===== src/rtl/uart_pkg.sv =====
// Shared types and helpers for the UART receive path.
package uart_pkg;

  typedef enum logic [1:0] {
    PAR_NONE     = 2'b00,
    PAR_ODD      = 2'b01,
    PAR_EVEN     = 2'b10,
    PAR_NONE_ALT = 2'b11
  } parity_mode_e;

  typedef enum logic [2:0] {
    ST_IDLE      = 3'd0,
    ST_START     = 3'd1,
    ST_DATA      = 3'd2,
    ST_PARITY    = 3'd3,
    ST_STOP1     = 3'd4,
    ST_STOP2     = 3'd5,
    ST_WAIT_HIGH = 3'd6
  } rx_state_e;

  // 2-of-3 majority used for the mid-bit vote
  function automatic logic maj3(input logic a, input logic b, input logic c);
    return (a & b) | (a & c) | (b & c);
  endfunction

endpackage


===== src/rtl/uart_sync.sv =====
// Parametrised-depth synchroniser for asynchronous pad inputs.
module uart_sync #(
  parameter int unsigned STAGES    = 2,
  parameter logic        RESET_VAL = 1'b1
) (
  input  logic clk,
  input  logic reset,
  input  logic din,
  output logic dout
);

  logic [STAGES-1:0] sync_q;

  always_ff @(posedge clk) begin
    if (reset) sync_q <= {STAGES{RESET_VAL}};
    else       sync_q <= {sync_q[STAGES-2:0], din};
  end

  assign dout = sync_q[STAGES-1];

endmodule


===== src/rtl/uart_rx_param.sv =====
// Oversampled UART receiver: majority vote, false-start rejection, break
// detection and a ready/valid output register with overrun reporting.
module uart_rx_param
  import uart_pkg::*;
#(
  parameter int unsigned DATA_BITS   = 8,
  parameter int unsigned OVS_FACTOR  = 16,
  parameter int unsigned SYNC_STAGES = 2
) (
  input  logic                 clk,
  input  logic                 reset,
  input  logic                 tick_ovs,
  input  logic                 rx_pin,
  input  logic [1:0]           parity_mode,
  input  logic                 two_stop,
  output logic [DATA_BITS-1:0] rx_data,
  output logic                 rx_valid,
  input  logic                 rx_ready,
  output logic                 parity_err,
  output logic                 frame_err,
  output logic                 break_det,
  output logic                 overrun_err,
  output logic                 busy
);

  localparam int unsigned OS_W = $clog2(OVS_FACTOR);
  localparam int unsigned BI_W = $clog2(DATA_BITS);
  localparam int unsigned MID  = OVS_FACTOR / 2;

  localparam logic [OS_W-1:0] OS_MID_M1 = OS_W'(MID - 1);
  localparam logic [OS_W-1:0] OS_MID    = OS_W'(MID);
  localparam logic [OS_W-1:0] OS_MID_P1 = OS_W'(MID + 1);
  localparam logic [OS_W-1:0] OS_LAST   = OS_W'(OVS_FACTOR - 1);
  localparam logic [BI_W-1:0] BI_LAST   = BI_W'(DATA_BITS - 1);

  if (OVS_FACTOR < 8 || (OVS_FACTOR & (OVS_FACTOR - 1)) != 0) begin : g_chk_ovs
    $fatal(1, "uart_rx_param: OVS_FACTOR must be a power of 2 and >= 8");
  end
  if (DATA_BITS < 5 || DATA_BITS > 9) begin : g_chk_data
    $fatal(1, "uart_rx_param: DATA_BITS must be 5..9");
  end
  if (SYNC_STAGES < 2) begin : g_chk_sync
    $fatal(1, "uart_rx_param: SYNC_STAGES must be >= 2");
  end

  logic line;

  uart_sync #(
    .STAGES   (SYNC_STAGES),
    .RESET_VAL(1'b1)
  ) u_sync (
    .clk  (clk),
    .reset(reset),
    .din  (rx_pin),
    .dout (line)
  );

  rx_state_e              state_q, state_d;
  logic [OS_W-1:0]        os_q, os_d;
  logic [BI_W-1:0]        bi_q, bi_d;
  logic [DATA_BITS-1:0]   shift_q, shift_d;
  logic [1:0]             samp_q, samp_d;
  logic                   par_bit_q, par_bit_d;
  logic                   stop1_q, stop1_d;
  logic                   par_en_q, par_en_d;
  logic                   par_odd_q, par_odd_d;
  logic                   two_stop_q, two_stop_d;

  logic vote_c, mid_p1_c, last_c, done_c;
  logic stop1_c, stop2_c, brk_c, frame_err_c, par_err_c;
  parity_mode_e pm_c;

  // Frame status as it will stand at the completion tick
  always_comb begin
    vote_c      = maj3(samp_q[0], samp_q[1], line);
    mid_p1_c    = (os_q == OS_MID_P1);
    last_c      = (os_q == OS_LAST);
    pm_c        = parity_mode_e'(parity_mode);
    stop1_c     = (state_q == ST_STOP1) ? vote_c : stop1_q;
    stop2_c     = (state_q == ST_STOP2) ? vote_c : 1'b1;
    brk_c       = (shift_q == '0) && (!par_en_q || !par_bit_q) && !stop1_c;
    frame_err_c = !stop1_c || (two_stop_q && !stop2_c) || brk_c;
    par_err_c   = par_en_q && ((^shift_q) ^ par_bit_q ^ par_odd_q);
  end

  // Next-state and datapath logic, advancing only on oversample ticks
  always_comb begin
    state_d    = state_q;
    os_d       = os_q;
    bi_d       = bi_q;
    shift_d    = shift_q;
    samp_d     = samp_q;
    par_bit_d  = par_bit_q;
    stop1_d    = stop1_q;
    par_en_d   = par_en_q;
    par_odd_d  = par_odd_q;
    two_stop_d = two_stop_q;
    done_c     = 1'b0;

    if (tick_ovs) begin
      os_d = os_q + OS_W'(1);
      if (os_q == OS_MID_M1) samp_d[0] = line;
      if (os_q == OS_MID)    samp_d[1] = line;

      case (state_q)
        ST_IDLE: begin
          os_d = '0;
          if (!line) begin
            state_d    = ST_START;
            bi_d       = '0;
            par_en_d   = (pm_c == PAR_ODD) || (pm_c == PAR_EVEN);
            par_odd_d  = (pm_c == PAR_ODD);
            two_stop_d = two_stop;
          end
        end
        ST_START: begin
          if (mid_p1_c && vote_c) state_d = ST_IDLE;
          else if (last_c)        state_d = ST_DATA;
        end
        ST_DATA: begin
          if (mid_p1_c) shift_d[bi_q] = vote_c;
          if (last_c) begin
            if (bi_q == BI_LAST) state_d = par_en_q ? ST_PARITY : ST_STOP1;
            else                 bi_d    = bi_q + BI_W'(1);
          end
        end
        ST_PARITY: begin
          if (mid_p1_c) par_bit_d = vote_c;
          if (last_c)   state_d   = ST_STOP1;
        end
        ST_STOP1: begin
          if (mid_p1_c) begin
            stop1_d = vote_c;
            if (!two_stop_q) begin
              done_c  = 1'b1;
              state_d = frame_err_c ? ST_WAIT_HIGH : ST_IDLE;
            end
          end
          if (last_c && two_stop_q) state_d = ST_STOP2;
        end
        ST_STOP2: begin
          if (mid_p1_c) begin
            done_c  = 1'b1;
            state_d = frame_err_c ? ST_WAIT_HIGH : ST_IDLE;
          end
        end
        ST_WAIT_HIGH: begin
          os_d = '0;
          if (line) state_d = ST_IDLE;
        end
        default: state_d = ST_IDLE;
      endcase
    end
  end

  always_ff @(posedge clk) begin
    if (reset) begin
      state_q    <= ST_IDLE;
      os_q       <= '0;
      bi_q       <= '0;
      shift_q    <= '0;
      samp_q     <= '0;
      par_bit_q  <= 1'b0;
      stop1_q    <= 1'b0;
      par_en_q   <= 1'b0;
      par_odd_q  <= 1'b0;
      two_stop_q <= 1'b0;
    end else begin
      state_q    <= state_d;
      os_q       <= os_d;
      bi_q       <= bi_d;
      shift_q    <= shift_d;
      samp_q     <= samp_d;
      par_bit_q  <= par_bit_d;
      stop1_q    <= stop1_d;
      par_en_q   <= par_en_d;
      par_odd_q  <= par_odd_d;
      two_stop_q <= two_stop_d;
    end
  end

  // Output register: a completion while a word is still pending is dropped
  always_ff @(posedge clk) begin
    if (reset) begin
      rx_data     <= '0;
      rx_valid    <= 1'b0;
      parity_err  <= 1'b0;
      frame_err   <= 1'b0;
      break_det   <= 1'b0;
      overrun_err <= 1'b0;
      busy        <= 1'b0;
    end else begin
      busy <= (state_d != ST_IDLE);
      if (done_c && (!rx_valid || rx_ready)) begin
        rx_data    <= shift_q;
        parity_err <= par_err_c;
        frame_err  <= frame_err_c;
        break_det  <= brk_c;
        rx_valid   <= 1'b1;
      end else if (rx_valid && rx_ready) begin
        rx_valid <= 1'b0;
      end
      if (rx_valid && rx_ready)     overrun_err <= 1'b0;
      else if (done_c && rx_valid)  overrun_err <= 1'b1;
    end
  end

endmodule


===== config.mk =====
export PLATFORM = sky130hd
export DESIGN_NAME = uart_rx_param
export DESIGN_NICKNAME = d
export VERILOG_FILES = /design/src/rtl/uart_pkg.sv /design/src/rtl/uart_sync.sv /design/src/rtl/uart_rx_param.sv
export SDC_FILE = /design/constraint.sdc
export NUM_CORES = 1
export LEC_CHECK = 0
export BUFFER_PORTS_ARGS = -buffer_cell sky130_fd_sc_hd__buf_4
export CORE_MARGIN = 5
export CORE_UTILIZATION = 46
export DETAILED_ROUTE_END_ITERATION = 7
export GPL_TIMING_DRIVEN = 0
export PLACE_DENSITY = 0.68
export SYNTH_ARGS = -nofsm -noshare
export SYNTH_HDL_FRONTEND = slang
export SYNTH_SLANG_ARGS = --single-unit

===== constraint.sdc =====
create_clock -name clk -period 2 [get_ports clk]
set_clock_uncertainty 0.1 [all_clocks]
set_input_delay 0 -clock clk [delete_from_list [all_inputs] [get_ports clk]]
set_output_delay 0 -clock clk [all_outputs]
set_load 0.05 [all_outputs]

=== Word level (Yosys, flattened, before mapping) ===
Cells that the tools add are included.
W data, S select, Z words.

* Reductions and logical operators: 35
* Eq/ne operators: 16
* Add/sub/neg operators: 2
* Multiplexer cells: 32
* $lt $le $gt $ge: 2
* Bitwise gates (word level): 8

{| class="wikitable"
|+ Operators with widths
! cell !! number
|-
| $mux W3 || 17
|-
| $pmux W3 S7 || 1
|-
| $eq A3 B3 Y1 const B || 4
|-
| $eq A4 B4 Y1 const B || 3
|-
| $reduce_and A3 Y1 || 4
|-
| $logic_and A1 B1 Y1 || 10
|-
| $mux W1 || 9
|-
| $bwmux W8 || 1
|-
| $logic_not A8 Y1 || 1
|-
| $reduce_xor A8 Y1 || 1
|-
| $eq A3 B2 Y1 const B || 2
|-
| $ne A2 B2 Y1 const B || 3
|-
| $pmux W3 S2 || 1
|-
| $logic_not A1 Y1 || 5
|-
| $logic_or A1 B1 Y1 || 5
|-
| $reduce_and A5 Y1 || 1
|-
| $add A4 B1 Y4 const B || 1
|-
| $eq A4 B3 Y1 const B || 1
|-
| $lt A3 B4 Y1 const B || 1
|-
| $mux W4 || 1
|-
| $reduce_and A2 Y1 || 2
|-
| $reduce_bool A2 Y1 || 2
|-
| $reduce_or A2 Y1 || 2
|-
| $add A3 B1 Y3 const B || 1
|-
| 12 further kinds || 16
|}

* Output and inout bits: 14
* Bits in registers: 41
* Logic and storage cells: 114

=== Longest topological paths before layout ===
* Depth after elaboration: 15
* Depth in mapped cells: 9

=== By module ===
From an unflattened synthesis, not the netlist that was laid out.

* Cells, all modules: 252
* Area total of the unflattened synthesis: 2219.6 µm²

{| class="wikitable"
|+ Modules (own cells, without submodules)
! module !! instances !! area an instance (µm²) !! cells an instance
|-
| uart_rx_param || 1 || 2167.1 || 248
|-
| uart_sync || 1 || 52.6 || 4
|}

=== Worst setup path before layout ===
No wires, ideal clock.

* Path type: register -> register
* Start: register os_q[0]
* End: register rx_data[4]
* Stages on the path, launching flop included: 9
* Path buffers: 2
* Slack: 0.129 ns
* Arrival time: 1.643 ns
* Required time: 1.772 ns
* Setup time: 0.128 ns
* Cell sequence: dfxtp_1 > ha_1 > nand4b_1 > nor3_1 > and2_1 > buf_2 > buf_4 > mux2i_1 > nor2_1

* Longest elaborated chain between the ends: 5

{| class="wikitable"
|+ Ends and longest elaborated chain
! item !! RTL line !! RTL
|-
| start, declared || uart_rx_param.sv:59 || <nowiki>logic [OS_W-1:0] os_q, os_d;</nowiki>
|-
| start signal, assigned || uart_rx_param.sv:170 || <nowiki>os_q <= os_d;</nowiki>
|-
| $eq A4 B4 Y1 * || uart_rx_param.sv:76 || <nowiki>mid_p1_c = (os_q == OS_MID_P1);</nowiki>
|-
| $mux W1, on equally long branches || uart_rx_param.sv:142, uart_rx_param.sv:132 ||
|-
| $pmux W1 S2 * || uart_rx_param.sv:105 || <nowiki>case (state_q)</nowiki>
|-
| $mux W1 * || uart_rx_param.sv:100 || <nowiki>if (tick_ovs) begin</nowiki>
|-
| $logic_and A1 B1 Y1 * || uart_rx_param.sv:194 || <nowiki>if (done_c && (!rx_valid || rx_ready)) begin</nowiki>
|-
| end signal, assigned || uart_rx_param.sv:195 || <nowiki>rx_data <= shift_q;</nowiki>
|-
| end, declared || uart_rx_param.sv:16 || <nowiki>output logic [DATA_BITS-1:0] rx_data,</nowiki>
|}

Every way passes the cells marked *; elsewhere a longest branch is shown, timed or not.
A chain may end at the register's enable or synchronous reset.

=== Final worst setup path ===
* Start: register u_sync.sync_q[1]
* End: register busy

* Longest elaborated chain between the ends: 15

{| class="wikitable"
|+ Ends and longest elaborated chain
! item !! RTL line !! RTL
|-
| start, declared || uart_sync.sv:12 || <nowiki>logic [STAGES-1:0] sync_q;</nowiki>
|-
| start signal, assigned || uart_sync.sv:15 || <nowiki>if (reset) sync_q <= {STAGES{RESET_VAL}};</nowiki>
|-
| start signal, assigned || uart_sync.sv:16 || <nowiki>else sync_q <= {sync_q[STAGES-2:0], din};</nowiki>
|-
| $and A1 B1 Y1 || uart_pkg.sv:23 || <nowiki>return (a & b) | (a & c) | (b & c);</nowiki>
|-
| $or A1 B1 Y1 (2 in series) || uart_pkg.sv:23 ||
|-
| $mux W1 || uart_rx_param.sv:80 || <nowiki>stop2_c = (state_q == ST_STOP2) ? vote_c : 1'b1;</nowiki>
|-
| $logic_not A1 Y1 || uart_rx_param.sv:82 || <nowiki>frame_err_c = !stop1_c || (two_stop_q && !stop2_c) || brk_c;</nowiki>
|-
| $logic_and A1 B1 Y1 || uart_rx_param.sv:82 ||
|-
| $logic_or A1 B1 Y1 (2 in series) || uart_rx_param.sv:82 ||
|-
| $mux W3 || uart_rx_param.sv:136, uart_rx_param.sv:144 ||
|-
| $mux W3 || uart_rx_param.sv:134 || <nowiki>if (!two_stop_q) begin</nowiki>
|-
| $mux W3 || uart_rx_param.sv:132 || <nowiki>if (mid_p1_c) begin</nowiki>
|-
| $mux W3 || uart_rx_param.sv:139 || <nowiki>if (last_c && two_stop_q) state_d = ST_STOP2;</nowiki>
|-
| $pmux W3 S7 * || uart_rx_param.sv:105 ||
|-
| $mux W3 * || uart_rx_param.sv:100 ||
|-
| $reduce_bool A3 Y1 * || uart_rx_param.sv:193 || <nowiki>busy <= (state_d != ST_IDLE);</nowiki>
|-
| end signal, assigned || uart_rx_param.sv:193 ||
|-
| end, declared || uart_rx_param.sv:23 || <nowiki>output logic busy</nowiki>
|}

Marks and branches as above.

==> metrics.log <==
[metrics] outcome: finished, final reports clean
[metrics] final WL: 4.83 mm
[metrics] global-route wire length before repair: 7.82 mm
[metrics] CTS tree: done
[metrics] EDFF count, synth: 0
[metrics] placer congestion estimate: 0.892
[metrics] drt first pass iters: 5
[metrics] antenna fix cells: 0
[metrics] Final #Nets: 300
[metrics] total overflow reported by the global router: 0
[metrics] fin crit share: 98.3%
[metrics] Worst EP arrival: 2.05 ns
[metrics] Syn. warnings: 0
[metrics] Clock Latency Late Sink: about 0.30 ns
[metrics] post-synthesis instance area: 2140 um^2
[metrics] reg-to-reg critical path startpoint: u_sync.sync_q[1]
[metrics] GR peak layer: met2
[metrics] number of top-level pins: 22
[metrics] top area cells in the synthesized netlist: sky130_fd_sc_hd__dfxtp_1, sky130_fd_sc_hd__mux2i_1, sky130_fd_sc_hd__nor2_1, sky130_fd_sc_hd__ha_1, sky130_fd_sc_hd__a21oi_1
[metrics] r2r setup slk: 0.03 ns
[metrics] crit path max fanout: 8
[metrics] initial antenna violation count: 0
[metrics] DRC: 0
[metrics] cell with the biggest individual delay on the critical path: sky130_fd_sc_hd__dfxtp_1
[metrics] initial cell density of the core: 48.2%
[metrics] peak ir drop on the vdd network: 0.506 mV
[metrics] number of global-route vias before repair: 1694
[metrics] pin count of the biggest net entering global routing: 13
[metrics] leading cell type in the layout, fill and taps excluded: sky130_fd_sc_hd__dfxtp_1
[metrics] class of the most critical hold timing path: primary input to flop
[metrics] worst reg2reg path depth: 5
[metrics] startpoint of the worst hold path: parity_mode[1]
[metrics] setup TNS: 0 ns
[metrics] hold path depth: 5
[metrics] overall die area: slightly above 6000 um^2
[metrics] GR met3 Demand/Resource: 3.78%
[metrics] Core Util, Final: about three fifths
[metrics] number of DRC markers in iteration 0: 260
[metrics] post-synthesis register bit count: 41
[metrics] crit end category: flop
[metrics] placed cell area: ~2400 um^2
[metrics] commonest cells after routing, fill and taps aside: sky130_fd_sc_hd__dfxtp_1, sky130_fd_sc_hd__nor2_1, sky130_fd_sc_hd__buf_4
[metrics] Hold Violations, Final: 0
[metrics] area growth from synthesis to layout: 22.4%
[metrics] die width: 78.2 um
[metrics] portion of synthesized cell area occupied by the leading cell type: 38.3%
[metrics] data required time of the critical path: 2.08 ns
[metrics] critical path type: flop to flop
[metrics] Vias: roughly 1800
[metrics] timing-limited maximum frequency: 509 MHz
[metrics] async set-or-reset flop fraction in the synthesized netlist: 0%
[metrics] M1 GR Usage: between 20% and 30%
[metrics] final-report max-slew violation count: 0
[metrics] Routed Antenna Nets: 0
[metrics] hpwl dp: 3.22 mm
[metrics] fraction of the mapped netlist area in compound gates: between 10% and 20%
[metrics] CTS HTree Levels: 2
[metrics] unrepaired setup endpoints after global routing: yes
[metrics] max-cap viol count: 0
[metrics] sequential area share after synthesis: about two fifths
[metrics] Net Count, Synth: 261
[metrics] number of buffers on the longest clock path: 2
[metrics] type of element launching the critical path: flop
[metrics] GRT Overall Usage: around 16%
[metrics] root buffer selected by CTS: sky130_fd_sc_hd__clkbuf_8
[metrics] leakage power summed over all cells: 1.02 nW
[metrics] CP cell instances: maj3_1 -> o22ai_1 -> o211ai_1 -> a21oi_1 -> or3_1
[metrics] max_slew headroom: 66.4%
[metrics] final period demand of the worst path: roughly 2.0 ns
[metrics] placeable core region: about 4400 um^2
[metrics] most common flop cell mapped by yosys: sky130_fd_sc_hd__dfxtp_1
[metrics] final-report setup violation count: 0
[metrics] worst r2r dst: busy
[metrics] count of input and output buffers: 20
[metrics] share of final-layout standard cells stronger than drive strength 1: 21.9%
[metrics] largest area contributor in the synthesized netlist: sky130_fd_sc_hd__dfxtp_1
[metrics] Routed WL per cell: 14.4 um
[metrics] GR Layer Usage met2: 24.8%
[metrics] clock buffers created by TritonCTS: 5
[metrics] endpoint of the worst hold-timing path: par_odd_q
[metrics] area share of and/or/nand/nor cells after synthesis: 23.6%
[metrics] via-per-instance ratio: ~5.4
[metrics] post-synthesis mux area share: 11.2%
[metrics] standard-cell rows: 24
[metrics] combinational family with the most area after synthesis: simple AND/OR/NAND/NOR gates
[metrics] max incr delay on CP: ~0.44 ns
[metrics] die boundary height: between 70 and 80 um
[metrics] adder-cell share of the synthesized area: between 6 and 7%
[metrics] count of cell types in the netlist: 50
[metrics] count of mapped cells out of synthesis: about 240
[metrics] area of all placed cells without fillers: between 2000 and 3000 um^2
[metrics] power density cells: roughly 630 nW/um^2
[metrics] XOR/XNOR share of the synthesized area: 3.27%
[metrics] number of sinks driven by the clock tree: 41
[metrics] clock slew at reported path FFs: 0.08 ns
[metrics] worst-margin pin slew: 0.504 ns
[metrics] synthesized area per cell: 8.82 um^2
-- stage by stage --
step	power, mW	hold slack, ns	setup WS (ns)	std cells
detailed placement	0.959	0.0884	-0.267	315
floorplan	0.926	0.00141	0.129	243
global placement	0.959	0.0856	-0.205	315
finish	1.66	0.0574	0.0337	335
CTS	1.66	0.0588	0.00816	331
global route	1.72	0.0847	-0.0127	335
-- per-layer routing --
metal / up-vias / part of all wire [%]
met5: - / 0
met4: 0 / 1.3
met3: 4 / 5.2
met2: 60 / 47
met1: 847 / 47
li1: 910 / -
-- flip-flops by register name, summed over array words and instances, names as in the netlist, 2 cells and up --
name	flops
rx_data	8
shift_q	8
os_q	4
bi_q	3
state_q	3
samp_q	2
u_sync.sync_q	2
-- critical path: cells and delay by family, from the launching register on --
family	cells	cell delay, ns
flops	1	0.44
compound gates	3	0.54
fa+ha+maj	1	0.40
simple gates	1	0.37
-- worst max-delay path by stage --
stage,cells after the start,from,slack (ns),to
after floorplan,8,os_q[0],0.13,rx_data[4]
after global placement,8,os_q[0],-0.21,rx_data[6]
after detailed placement,8,os_q[0],-0.27,rx_data[5]
after CTS,7,os_q[0],0.008,shift_q[4]
after global routing,5,u_sync.sync_q[1],-0.01,busy
final,5,u_sync.sync_q[1],0.03,busy
-- cells in the mapped netlist, types with 4 or more instances --
library cell	number
sky130_fd_sc_hd__xnor2_1	5
sky130_fd_sc_hd__o211ai_1	4
sky130_fd_sc_hd__a21oi_1	14
sky130_fd_sc_hd__nor3_1	6
sky130_fd_sc_hd__nand2b_1	5
sky130_fd_sc_hd__inv_1	15
sky130_fd_sc_hd__o21ai_0	7
sky130_fd_sc_hd__nand2_1	11
sky130_fd_sc_hd__dfxtp_1	41
sky130_fd_sc_hd__ha_1	10
sky130_fd_sc_hd__mux2i_1	24
sky130_fd_sc_hd__nor2_1	34
sky130_fd_sc_hd__nand3_1	4
sky130_fd_sc_hd__clkbuf_1	6
-- where the power goes --
part	internal [mW]	leakage, nW	switching [mW]
logic	0.0500	0.625	0.0664
clock network	0.407	0.0585	0.295
registers	0.826	0.333	0.0128
-- cell families (layout without fill, tap and decap cells) --
group / count (synthesis) / in the layout
and+or+nand+nor: 92 / 92
muxes: 24 / 24
xor gates and xnor gates: 8 / 8
adders and majority gates: 11 / 11
buffers and inverters: 30 / 70
DFF: 41 / 41
AOI/OAI and AO/OA: 37 / 37
-- final cells by class --
type | instances | area [um^2]
Multi-Input combinational cell | 172 | 1220
Inverter | 15 | 56.3
Buffer | 14 | 82.6
Tap cell | 52 | 65.1
Clock buffer | 7 | 86.3
Clock inverter | 1 | 30.0
Timing Repair Buffer | 33 | 258
Fill cell | 419 | 1820
Sequential cell | 41 | 828
-- timing repair --
action / in CTS / in global routing
endpoints found under the setup margin: 17 / 19
hold endpoints to repair: 5 / 0
gates resized for setup: 7 / 10
pin swaps: 4 / 7
hold buffers: 4 / 0
setup buffers: 4 / 5
Note: power is estimated with default switching activity, not from simulation.
